`config.mk`:
```
export PLATFORM = sky130hd
export DESIGN_NAME = pq_deadline_dispatch
export DESIGN_NICKNAME = d
export VERILOG_FILES = /design/src/rtl/pq_pkg.sv /design/src/rtl/pq_skid_fifo2.sv /design/src/rtl/pq_deadline_dispatch.sv
export SDC_FILE = /design/constraint.sdc
export NUM_CORES = 1
export LEC_CHECK = 0
export ABC_AREA = 1
export CAP_MARGIN = 20
export CORE_UTILIZATION = 47
export DETAILED_ROUTE_END_ITERATION = 6
export GPL_TIMING_DRIVEN = 0
export MAX_ROUTING_LAYER = met4
export PLACE_DENSITY = 0.75
export SETUP_SLACK_MARGIN = 0.3
export SYNTH_ARGS = -nofsm -noshare
export SYNTH_HDL_FRONTEND = slang
export SYNTH_HIERARCHICAL = 1
export SYNTH_SLANG_ARGS = --single-unit
export TNS_END_PERCENT = 50
```
`constraint.sdc`:
```
create_clock -name clk -period 2.76 [get_ports clk]
set_input_delay 0.69 -clock clk [delete_from_list [all_inputs] [get_ports clk]]
set_output_delay 0.69 -clock clk [all_outputs]
set_load 0.02 [all_outputs]
```
`src/rtl/pq_pkg.sv`:
```
// Shared types and default widths for the priority-queue datapath.
package pq_pkg;

  localparam int unsigned KEY_WIDTH = 8;
  localparam int unsigned VAL_WIDTH = 8;

  typedef struct packed {
    logic [KEY_WIDTH-1:0] key;
    logic [VAL_WIDTH-1:0] val;
  } pq_entry_t;

  typedef enum logic {
    RUN   = 1'b0,
    FLUSH = 1'b1
  } dispatch_state_t;

endpackage

```
`src/rtl/pq_skid_fifo2.sv`:
```
// Two-entry FIFO; slot0 is always the head so the read data comes straight from a register.
module pq_skid_fifo2 #(
  parameter int unsigned W = 17
) (
  input  logic         clk,
  input  logic         rst_n,
  input  logic [W-1:0] wr_data_i,
  input  logic         wr_valid_i,
  output logic [W-1:0] rd_data_o,
  output logic         rd_valid_o,
  input  logic         rd_rdy_i,
  output logic [1:0]   count_o
);

  logic [W-1:0] slot0_q, slot0_d;
  logic [W-1:0] slot1_q, slot1_d;
  logic [1:0]   cnt_q, cnt_d;
  logic         wr, rd;

  assign rd_valid_o = (cnt_q != 2'd0);
  assign rd_data_o  = slot0_q;
  assign count_o    = cnt_q;

  assign wr = wr_valid_i && (cnt_q != 2'd2);
  assign rd = rd_valid_o && rd_rdy_i;

  // Next-state: shift on read, fill lowest free slot on write.
  always_comb begin
    slot0_d = slot0_q;
    slot1_d = slot1_q;
    cnt_d   = cnt_q;
    case ({wr, rd})
      2'b10: begin
        if (cnt_q == 2'd0) slot0_d = wr_data_i;
        else               slot1_d = wr_data_i;
        cnt_d = cnt_q + 2'd1;
      end
      2'b01: begin
        slot0_d = slot1_q;
        cnt_d   = cnt_q - 2'd1;
      end
      2'b11: begin
        if (cnt_q == 2'd1) begin
          slot0_d = wr_data_i;
        end else begin
          slot0_d = slot1_q;
          slot1_d = wr_data_i;
        end
      end
      default: ;
    endcase
  end

  // Storage and occupancy registers.
  always_ff @(posedge clk or negedge rst_n) begin
    if (!rst_n) begin
      slot0_q <= '0;
      slot1_q <= '0;
      cnt_q   <= 2'd0;
    end else begin
      slot0_q <= slot0_d;
      slot1_q <= slot1_d;
      cnt_q   <= cnt_d;
    end
  end

endmodule

```
`src/rtl/pq_deadline_dispatch.sv`:
```
// Pops the priority-queue head once its key (a due time) is reached and buffers it for a sink.
module pq_deadline_dispatch
  import pq_pkg::*;
#(
  parameter int unsigned KEY_WIDTH   = pq_pkg::KEY_WIDTH,
  parameter int unsigned VAL_WIDTH   = pq_pkg::VAL_WIDTH,
  parameter int unsigned TICK_DIV    = 1,
  parameter int unsigned LATE_THRESH = 4,
  parameter int unsigned CNT_W       = 16
) (
  input  logic                           clk,
  input  logic                           rst_n,
  input  logic [KEY_WIDTH+VAL_WIDTH-1:0] pq_data,
  input  logic                           pq_valid,
  output logic                           pq_rdy,
  input  logic                           time_en,
  input  logic                           flush,
  output logic [KEY_WIDTH+VAL_WIDTH-1:0] out_data,
  output logic                           out_late,
  output logic                           out_valid,
  input  logic                           out_rdy,
  output logic [KEY_WIDTH-1:0]           now,
  output logic                           flush_done,
  output logic [CNT_W-1:0]               late_count,
  output logic [CNT_W-1:0]               disp_count
);

  localparam int unsigned ENT_W = KEY_WIDTH + VAL_WIDTH;
  localparam int unsigned DIV_W = (TICK_DIV > 1) ? $clog2(TICK_DIV) : 1;

  logic [KEY_WIDTH-1:0] now_q, now_d;
  logic [DIV_W-1:0]     div_q, div_d;
  dispatch_state_t      state_q, state_d;
  logic [CNT_W-1:0]     late_cnt_q, late_cnt_d;
  logic [CNT_W-1:0]     disp_cnt_q, disp_cnt_d;

  logic [KEY_WIDTH-1:0] head_key;
  logic [KEY_WIDTH-1:0] diff;
  logic                 due;
  logic                 late;
  logic                 push;
  logic [1:0]           fifo_cnt;

  // Due/late compare; the MSB of (now - key) tells past from future across wrap.
  assign head_key = pq_data[ENT_W-1 -: KEY_WIDTH];
  assign diff     = now_q - head_key;
  assign due      = ~diff[KEY_WIDTH-1];
  assign late     = (state_q == RUN) && due && (diff > KEY_WIDTH'(LATE_THRESH));

  // Pop request is held low in reset so the queue never sees a pop while we are cleared.
  assign pq_rdy = rst_n && (due || (state_q == FLUSH)) && (fifo_cnt < 2'd2);
  assign push   = pq_valid && pq_rdy;

  assign now        = now_q;
  assign late_count = late_cnt_q;
  assign disp_count = disp_cnt_q;

  // Tick divider and time counter.
  always_comb begin
    now_d = now_q;
    div_d = div_q;
    if (time_en) begin
      if (div_q == DIV_W'(TICK_DIV - 1)) begin
        div_d = '0;
        now_d = now_q + KEY_WIDTH'(1);
      end else begin
        div_d = div_q + DIV_W'(1);
      end
    end
  end

  // RUN/FLUSH next state; flush_done fires on the cycle FLUSH sees an empty queue.
  always_comb begin
    state_d    = state_q;
    flush_done = 1'b0;
    case (state_q)
      RUN: begin
        if (flush) state_d = FLUSH;
      end
      FLUSH: begin
        if (!pq_valid) begin
          state_d    = RUN;
          flush_done = 1'b1;
        end
      end
      default: state_d = RUN;
    endcase
  end

  // Pop statistics: late count saturates, dispatch count wraps.
  always_comb begin
    late_cnt_d = late_cnt_q;
    disp_cnt_d = disp_cnt_q;
    if (push) begin
      disp_cnt_d = disp_cnt_q + CNT_W'(1);
      if (late && (late_cnt_q != '1)) late_cnt_d = late_cnt_q + CNT_W'(1);
    end
  end

  // State registers.
  always_ff @(posedge clk or negedge rst_n) begin
    if (!rst_n) begin
      now_q      <= '0;
      div_q      <= '0;
      state_q    <= RUN;
      late_cnt_q <= '0;
      disp_cnt_q <= '0;
    end else begin
      now_q      <= now_d;
      div_q      <= div_d;
      state_q    <= state_d;
      late_cnt_q <= late_cnt_d;
      disp_cnt_q <= disp_cnt_d;
    end
  end

  pq_skid_fifo2 #(
    .W(ENT_W + 1)
  ) u_fifo (
    .clk        (clk),
    .rst_n      (rst_n),
    .wr_data_i  ({pq_data, late}),
    .wr_valid_i (push),
    .rd_data_o  ({out_data, out_late}),
    .rd_valid_o (out_valid),
    .rd_rdy_i   (out_rdy),
    .count_o    (fifo_cnt)
  );

endmodule

```
## Word level (Yosys, flattened, before mapping)

Index checks and enable logic that the tools add are counted.

- Add/sub/neg operators: 7
- Magnitude comparators: 2
- Equal/unequal tests: 9
- Muxes and demuxes: 13
- Bitwise logic cells: 3
- Reductions and logical operators: 18

Operators with widths:

| operator | count |
|---|---|
| 17-bit two-way mux | 4 |
| 17-bit one-hot mux with 3 select lines | 1 |
| 17-bit one-hot mux with 2 select lines | 1 |
| 16-bit by 1-bit adder with 16-bit output, second input constant | 2 |
| 16-bit inequality test, second input constant | 1 |
| 8-bit by 1-bit adder with 8-bit output, second input constant | 1 |
| 8-bit by 3-bit greater-than comparator with 1-bit output, second input constant | 1 |
| 1-bit logical AND | 8 |
| 8-bit subtractor | 1 |
| 2-bit inequality test, second input constant | 3 |
| 2-bit AND reduction | 3 |
| 2-bit nonzero test | 3 |
| 1-bit two-way mux | 5 |
| 2-bit by 1-bit == test with 1-bit output, second input constant | 2 |
| 2-bit == test, second input constant | 2 |
| 2-bit one-hot mux with 2 select lines | 1 |
| 1-bit inverter | 3 |
| 3-bit AND reduction | 1 |
| 3-bit nonzero test | 1 |
| 2-bit by 1-bit adder with 2-bit output, second input constant | 1 |
| 2-bit zero test | 1 |
| 2-bit less-than comparator, second input constant | 1 |
| 2-bit by 1-bit inequality test with 1-bit output, second input constant | 1 |
| 1-bit one-hot mux with 2 select lines | 1 |
| other kinds (3) | 3 |

- Flip-flop bits (word level): 78
- Input bits: 22

## Longest topological paths before layout

Gate-level depths: netlist (run 1).

- Depth after elaboration: 10
- Mapped depth: 22
- Depth with buffers taken out: 21

## Modules after synthesis

The synthesis (run 1) kept the hierarchy.

By module, submodules not included:

| module | times used | cells an instance | area each (sq um) | seq. area each (sq um) |
|---|---|---|---|---|
| pq_deadline_dispatch | 1 | 378 | 2806.4 | 1026.0 |
| pq_skid_fifo2 | 1 | 246 | 1849.3 | 900.9 |

## Least setup slack after synthesis (run 1)

OpenSTA, ideal clock, no wires.

- Path type: input-to-reg
- From: input pq_data[13]
- To: register u_fifo.slot1_q[1]
- Library setup time: 0.126 ns
- Arrival: 2.839 ns
- Slack: -0.205 ns
- Stages on the path: 18
- Buffers on the path: 2
- Cells stage by stage: inv_1 ha_1 nand2_1 nor2_1 nand3_1 nand2_1 nand2_1 nand2_2 nand2_2 nand3_4 inv_2 buf_6 nand2_1 inv_1 ha_1 o211ai_2 buf_2 o21ai_0

- Longest elaborated chain between the ends: 10
- Elaborated cells on any way between the ends: 14

RTL lines:

| what | line | source |
|---|---|---|
| from (decl) | pq_deadline_dispatch.sv:13 | `input logic [KEY_WIDTH+VAL_WIDTH-1:0] pq_data,` |
| 8-bit subtractor (*) | pq_deadline_dispatch.sv:46 | `assign diff = now_q - head_key;` |
| 1-bit inverter (*) | pq_deadline_dispatch.sv:47 | `assign due = ~diff[KEY_WIDTH-1];` |
| 1-bit logical OR (*) | pq_deadline_dispatch.sv:51 | `assign pq_rdy = rst_n && (due \|\| (state_q == FLUSH)) && (fifo_cnt < 2'd2);` |
| 1-bit logical AND (*) (2 in series) | pq_deadline_dispatch.sv:51 |  |
| 1-bit logical AND (*) | pq_deadline_dispatch.sv:52 | `assign push = pq_valid && pq_rdy;` |
| named net push | pq_deadline_dispatch.sv:41 | `logic push;` |
| 1-bit logical AND (*) | pq_skid_fifo2.sv:24 | `assign wr = wr_valid_i && (cnt_q != 2'd2);` |
| 2-bit == test | pq_skid_fifo2.sv:32 | `case ({wr, rd})` |
| 2-bit inequality test (no line) or 2-bit nonzero test (tied branches) | - |  |
| 3-bit AND reduction (no line) | - |  |
| to (signal assigned) | pq_skid_fifo2.sv:62 | `slot1_q <= slot1_d;` |
| to (decl) | pq_skid_fifo2.sv:16 | `logic [W-1:0] slot1_q, slot1_d;` |

Mark *: on every way through the listed nets, which the timed path passes. The rest lies on a longest branch.
A chain may end at the register's enable or synchronous reset.

## Final worst setup path (run 1)

- From: input pq_data[12]
- To: output pq_rdy

- Longest elaborated chain between the ends: 5

RTL lines:

| what | line | source |
|---|---|---|
| 8-bit subtractor | pq_deadline_dispatch.sv:46 |  |
| 1-bit inverter | pq_deadline_dispatch.sv:47 |  |
| 1-bit logical OR | pq_deadline_dispatch.sv:51 |  |
| 1-bit logical AND (2 in series) | pq_deadline_dispatch.sv:51 |  |
| to (decl) | pq_deadline_dispatch.sv:15 | `output logic pq_rdy,` |

Every way passes these cells.

==> results of run 1 <==
## placed cells by master (no fill, tap or decap), types with 10 or more instances in the layout
cell type        instances
nand2_4                 10
o21bai_1                16
inv_1                   81
nand3_1                 38
nand2_2                 17
xnor2_1                 10
xor2_1                  22
dfrtp_1                 72
clkdlybuf4s50_1         70
nor2_1                  36
buf_4                   26
nand2_1                211
o21ai_2                 12
## flip-flops by register name, indices dropped and copies added, names as in the netlist
signal and flops:
now 8, state_q 1, late_count 16, u_fifo/rd_data_o 17
disp_count 16, u_fifo/count_o 2, u_fifo/slot1_q 17
## power by group through the flow
stage,Sequential [W],Combinational [W],Clock [W]
floorplan,0.00198,0.00134,0
global placement,0.00176,0.00231,0
detailed placement,0.00178,0.00239,0
CTS,0.00172,0.00274,0.00107
global route,0.00179,0.00318,0.00112
finish,0.00174,0.00288,0.00105
## timing repair
item,4_1_cts,5_1_grt
setup buffers,21,3
gates resized for setup,85,30
pin swaps,21,10
setup endpoints to repair,69,46
hold buffers,0,0
gates cloned,4,0
## metal layers
layer | track usage (%) | up-vias
li1 | - | 2174
met1 | 33.5 | 2078
met2 | 42.0 | 113
met3 | 3.45 | 21
met4 | 10.3 | 0
met5 | - | -
## critical path: stages
cell and delay [ps]:
buf_12 90, inv_8 30, ha_4 250, nand2_2 60
nand2_2 60, a21oi_2 170, nand2_1 60, nand2_1 80
nand2_2 60, nand2_2 80, nand2_1 60, inv_1 80
buf_6 110
## area by class of cell
cell class | instances | area (um2) | area share [%]
plain buffers | 12 | 124 | 1.90
clock buffers | 10 | 128 | 1.96
clock inverters | 6 | 111 | 1.71
inverters | 95 | 377 | 5.78
multi-input cells | 440 | 2570 | 39.5
flip-flops and latches | 77 | 1930 | 29.7
well taps | 129 | 161 | 2.48
repair buffers | 110 | 1110 | 17.0
## worst paths after layout
path | endpoint | cells after the start | slack (ps) | start
worst max register to register | u_fifo/slot1_q[15] | 20 | 250 | now[4]
worst min register to register | u_fifo/rd_data_o[14] | 2 | 480 | u_fifo/rd_data_o[14]
max in group asynchronous | now[2] | 2 | 1960 | rst_n
worst max-delay path | pq_rdy | 13 | 180 | pq_data[12]
worst min-delay path | now[3] | 1 | 190 | rst_n
min in group clk | u_fifo/rd_data_o[14] | 2 | 480 | u_fifo/rd_data_o[14]
## through the flow
stage	utilization [%]	cells	power, W	area, um2	hold WS, ps
floorplan	-	624	0.00332	4840	394
global placement	61.7	834	0.00407	5810	461
detailed placement	62.0	835	0.00417	5830	465
CTS	67.9	876	0.00553	6390	180
global route	69.2	879	0.00609	6520	189
finish	69.2	879	0.00568	6520	187
## cell families after synthesis
| kind of cell | count (synthesis) | synth area share [%] |
|---|---|---|
| AND/OR/NAND/NOR | 342 | 31.5 |
| buffers and inverters | 107 | 9.65 |
| flip-flops | 77 | 41.4 |
| AO/OA/AOI/OAI | 46 | 6.05 |
| XOR/XNOR | 33 | 6.21 |
| adder cells (fa/ha/maj) | 18 | 5.00 |
| multiplexers | 1 | 0.242 |
==> flow_metrics.tcl, run 1 <==
set metrics [dict create \
    status "finished clean" \
    avgSynthCellArea_um2 7.46 \
    dpl.hpwl_mm 7.91 \
    viasPerCell 4.99 \
    final.setup_skew_ps 11.5 \
    clkTransAtPathRegs_ps 90 \
    p_sw_w 0.00229 \
    syn-num-nets 664 \
    combPwrFrac_pct 50.8 \
    tightest_slew_ps 335 \
    async_flop_share_pct 100 \
    die_h_um 102 \
    routed.top_layer "met4" \
    yosysWarnings 6 \
    yosysTopAreaCell "dfrtp_1" \
    drtAntennaViolNets 0 \
    rows 35 \
    fp.dieArea_mm2 0.0103 \
    pre_cts_slack_ps -1010 \
    drt-initial-drc-count 202 \
    vdd_drop_max_v 0.000553 \
    pwr-share-clk_pct 18.6 \
    fmax_mhz 387 \
    grt_pass1_vias 4327 \
    cp.arrival_ps 1890 \
    cts_tree "yes" \
    min_period_ps 2580 \
    antenna_cells 0 \
    io_buffers 81 \
    layout-drive-gt1-share_pct 19.5 \
    grt_max_degree 28 \
    first_pass_iters 4 \
    rsz0062_at_grt "true" \
    fin_setup_tns_ps 0 \
    crit_required_ps 2070 \
    fillCellCount 774 \
    synth_flop_cell "dfrtp_1" \
    cts_inserted_buffers 9 \
    hold_viol_final 0 \
    synth_area_mm2 0.00466 \
    grt_overflow_total 0 \
    leakage_nw 3.41 \
    ys_types 34 \
    grt_pass1_wl_mm 20.3 \
    top_level_ports 82 \
    met3_length_um 430 \
    core_area_mm2 0.00942 \
    setup_viol 0 \
    slew_viol_final 0 \
    synth-seq-cells 77 \
    synth_edf_count 0 \
    crit_path_start_kind "primary input" \
    drv_cap 0 \
    cts_sinks 77 \
    sw_frac_of_total_pct 40.3 \
    gp_congestion 0.904 \
    critPathMaxFanout 3 \
    synthCells 624 \
    wl_mm 11.9 \
    wl_met1_mm 5.52 \
    syn_to_final_growth_pct 40.0 \
    fp.dieW_um 102 \
    start_util_pct 49.4 \
    htree_levels 3 \
    cts_buffer_depth 2 \
    clk-insertion-delay-late_ps 360 \
    power.density_mw_per_mm2 871 \
    ys_top_cells_by_count "nand2_1, inv_1, dfrtp_1, nand3_1, nor2_1" \
    route.detailed.drc 0 \
    cts_root_buf "clkbuf_8" \
    track_usage_pct 26.1 \
    nets 785 \
    route.met2.wl_mm 5.65 \
    fin_ws_ps 179 \
    internal-power_w 0.00339 \
    vias 4386 \
    synth_area_leaders "dfrtp_1, nand2_1, inv_1, ha_1, nand3_1" \
    ys_seq_area_share_pct 41.4 \
    synth.most_common_cell "nand2_1" \
    finalCritPeriodShare_pct 93.5 \
    power.share.sequential_pct 30.7 \
    hp-class "primary input to async pin" \
    worst-setup-path-type "primary input to output pin" \
    routedWlPerCell_um 13.5 \
    relSlewSlack_pct 77.5 \
    yosysTopAreaCellShare_pct 41.4 \
    end_kind "output pin" \
    antenna_found_initial 0 \
]
Power figures use the tool's default switching activity.
==> inputs of run 2 (changes only) <==
--- a/config.mk
+++ b/config.mk
@@ -7,6 +7,7 @@
 export LEC_CHECK = 0
 export ABC_AREA = 1
 export CAP_MARGIN = 20
+export CORE_ASPECT_RATIO = 0.9
 export CORE_UTILIZATION = 47
 export DETAILED_ROUTE_END_ITERATION = 6
 export GPL_TIMING_DRIVEN = 0
==> run 2 against run 1 <==
Clock skew rose by 3.6 ps. Critical path depth did not move. Maximum frequency fell by 0.31%. Clock power fell by 17%. Count of clock-buffer cells in the layout did not move. Critical endpoint unchanged. Via count rose by 0.46%. Worst hold slack improved by 100 ps. Routed wire length fell by 0.29%. Cell count rose by 1.1%. Flip-flop and latch count did not move. Non-clock buffer count rose by 11. Combinational power rose by 4%.
==> flow_metrics.tcl, run 2 (synthesized netlist as in run 1, its figures left out) <==
set metrics [dict create \
    final.setup_skew_ps 15.1 \
    rsz0062_at_grt "true" \
    cp_slowest_stage_delay_ps 250 \
    leakage_nw 3.45 \
    hold_buffers 0 \
    end_kind "output pin" \
    dpl.hpwl_mm 7.90 \
    start_util_pct 48.2 \
    fp.dieW_um 107 \
    die_h_um 96.4 \
    syn_to_final_growth_pct 40.8 \
    fin_setup_tns_ps 0 \
    crit_path_start_kind "primary input" \
    grt_pass1_wl_mm 18.9 \
    combPwrFrac_pct 53.3 \
    setup_viol 0 \
    cts_sinks 77 \
    htree_levels 3 \
    vias 4406 \
    relSlewSlack_pct 66.6 \
    pwr-share-clk_pct 15.5 \
    track_usage_pct 24.4 \
    rows 34 \
    critPathMaxFanout 4 \
    gp_congestion 0.945 \
    route.detailed.drc 0 \
    drtAntennaViolNets 0 \
    min_period_ps 2590 \
    core_area_mm2 0.00966 \
    viasPerCell 4.96 \
    internal-power_w 0.00329 \
    io_buffers 81 \
    tightest_slew_ps 501 \
    stdcell_count 889 \
    antenna_cells 0 \
    clkTransAtPathRegs_ps 80 \
    path_cells "buf_6 -> inv_4 -> ha_4 -> nand2_1 -> nand2_2 -> a21oi_4 -> nand2_1 -> nand2_1 -> nand2_2 -> nand2_4 -> nand2_2 -> inv_2 -> buf_6" \
    vdd_drop_max_v 0.000551 \
    grt_overflow_total 0 \
    p_sw_w 0.00234 \
    dpl.cell_count 832 \
    r2r_cells 20 \
    slowest_stage "ha_4" \
    routedWlPerCell_um 13.3 \
    fin_ws_ps 171 \
    layout-drive-gt1-share_pct 21.1 \
    crit_required_ps 2070 \
    hp-class "primary input to async pin" \
    finalCritPeriodShare_pct 93.8 \
    crit-reg2reg-launch "now[4]" \
    status "finished clean" \
    sw_frac_of_total_pct 41.6 \
    slew_viol_final 0 \
    top_level_ports 82 \
    cts_buffer_depth 2 \
    cp.arrival_ps 1900 \
    fp.dieArea_mm2 0.0103 \
    crit_buf_inv 4 \
    crit_family "simple AND/OR/NAND/NOR gates" \
    cts_root_buf "clkbuf_8" \
    drt-initial-drc-count 156 \
    pre_cts_slack_ps -1010 \
    drv_cap 0 \
    grt_pass1_vias 4039 \
    wl_mm 11.8 \
    cts_tree "yes" \
    mostFrequentLayoutCell "nand2_1" \
    path_depth 13 \
    fin_util_pct 67.9 \
    hold_viol_final 0 \
    cts_inserted_buffers 9 \
    r2r_slack_ps 210 \
    first_pass_iters 6 \
    power.share.sequential_pct 31.3 \
    fmax_mhz 386 \
    power.density_mw_per_mm2 858 \
    nets 798 \
    worst-setup-path-type "primary input to output pin" \
    rr_endpoint "u_fifo/slot1_q[12]" \
    grt_max_degree 42 \
    layout_common_cells "nand2_1, inv_1, dfrtp_1, clkdlybuf4s50_1, buf_4" \
    antenna_found_initial 0 \
    clk-insertion-delay-late_ps 360 \
]
[run 2: changes by cell type in the layout (fill, tap and decap cells not counted), moves of 2 or more]
cell	change
nand3_2	+2
dfrtp_2	+2
inv_6	+2
dfrtp_1	-2
nand2_4	+4
nand2_2	-3
o21ai_2	-2
o21ai_1	+2
buf_4	+12
bufinv_16	-2
[run 2: cell type report]
class / instances / area, um2
Inverter: 95 / 374
Clock buffer: 10 / 128
Buffer: 12 / 130
Clock inverter: 6 / 68.8
Tap cell: 126 / 158
Timing Repair Buffer: 121 / 1150
Multi-Input combinational cell: 442 / 2620
Fill cell: 826 / 3100
Sequential cell: 77 / 1940
[run 2: metrics by stage]
stage / cell area, um2 / hold slack (ps) / power [W]
finish: 6560 / 290 / 0.00563
CTS: 6310 / 292 / 0.00535
floorplan: 4840 / 394 / 0.00332
global placement: 5810 / 462 / 0.00408
detailed placement: 5820 / 466 / 0.00418
global route: 6560 / 310 / 0.00605
[run 2: worst max path at each step]
stage | start | endpoint
6_report | pq_data[14] | pq_rdy
3_5_place_dp | pq_data[12] | u_fifo/rd_data_o[16]
3_3_place_gp | rst_n | u_fifo/rd_data_o[16]
4_1_cts | pq_data[14] | pq_rdy
2_1_floorplan | pq_data[12] | u_fifo/slot1_q[10]
5_1_grt | pq_data[14] | u_fifo/rd_data_o[14]
[run 2: metal layers]
layer  GRT usage, %  share of wire, %  wire [um]
met1           32.0                46       5440
met2           39.1                48       5670
met5              -                 0          0
met4           8.11               1.5        178
met3           3.55               4.6        541
[run 2: power by group through the flow]
stage          sequential, W  combinational (W)  clock, W
6_report             0.00176            0.00300  0.000870
5_1_grt              0.00181            0.00329  0.000953
4_1_cts              0.00175            0.00270  0.000901
3_5_place_dp         0.00179            0.00239         0
3_3_place_gp         0.00177            0.00231         0
2_1_floorplan        0.00198            0.00134         0
[run 2: worst register-to-register path, stage by stage, from the launching register on]
cell and delay, ps:
dfrtp_2 430, ha_4 280, nand2_4 80, nand2_4 60, a21oi_4 150, nand2_1 60
nand2_1 70, nand2_2 80, nand2_4 90, nand3_4 90, inv_4 80, buf_8 100
nand2_4 50, inv_4 70, ha_4 190, nand2_4 80, o211ai_4 110, buf_12 170
buf_8 130, nand2_1 60, o21ai_2 50
[run 2: what timing repair did]
item	CTS	global route
buffers inserted	22	14
gates resized for setup	81	38
setup endpoints to repair	69	53
pin swaps	26	15
cloned	3	2
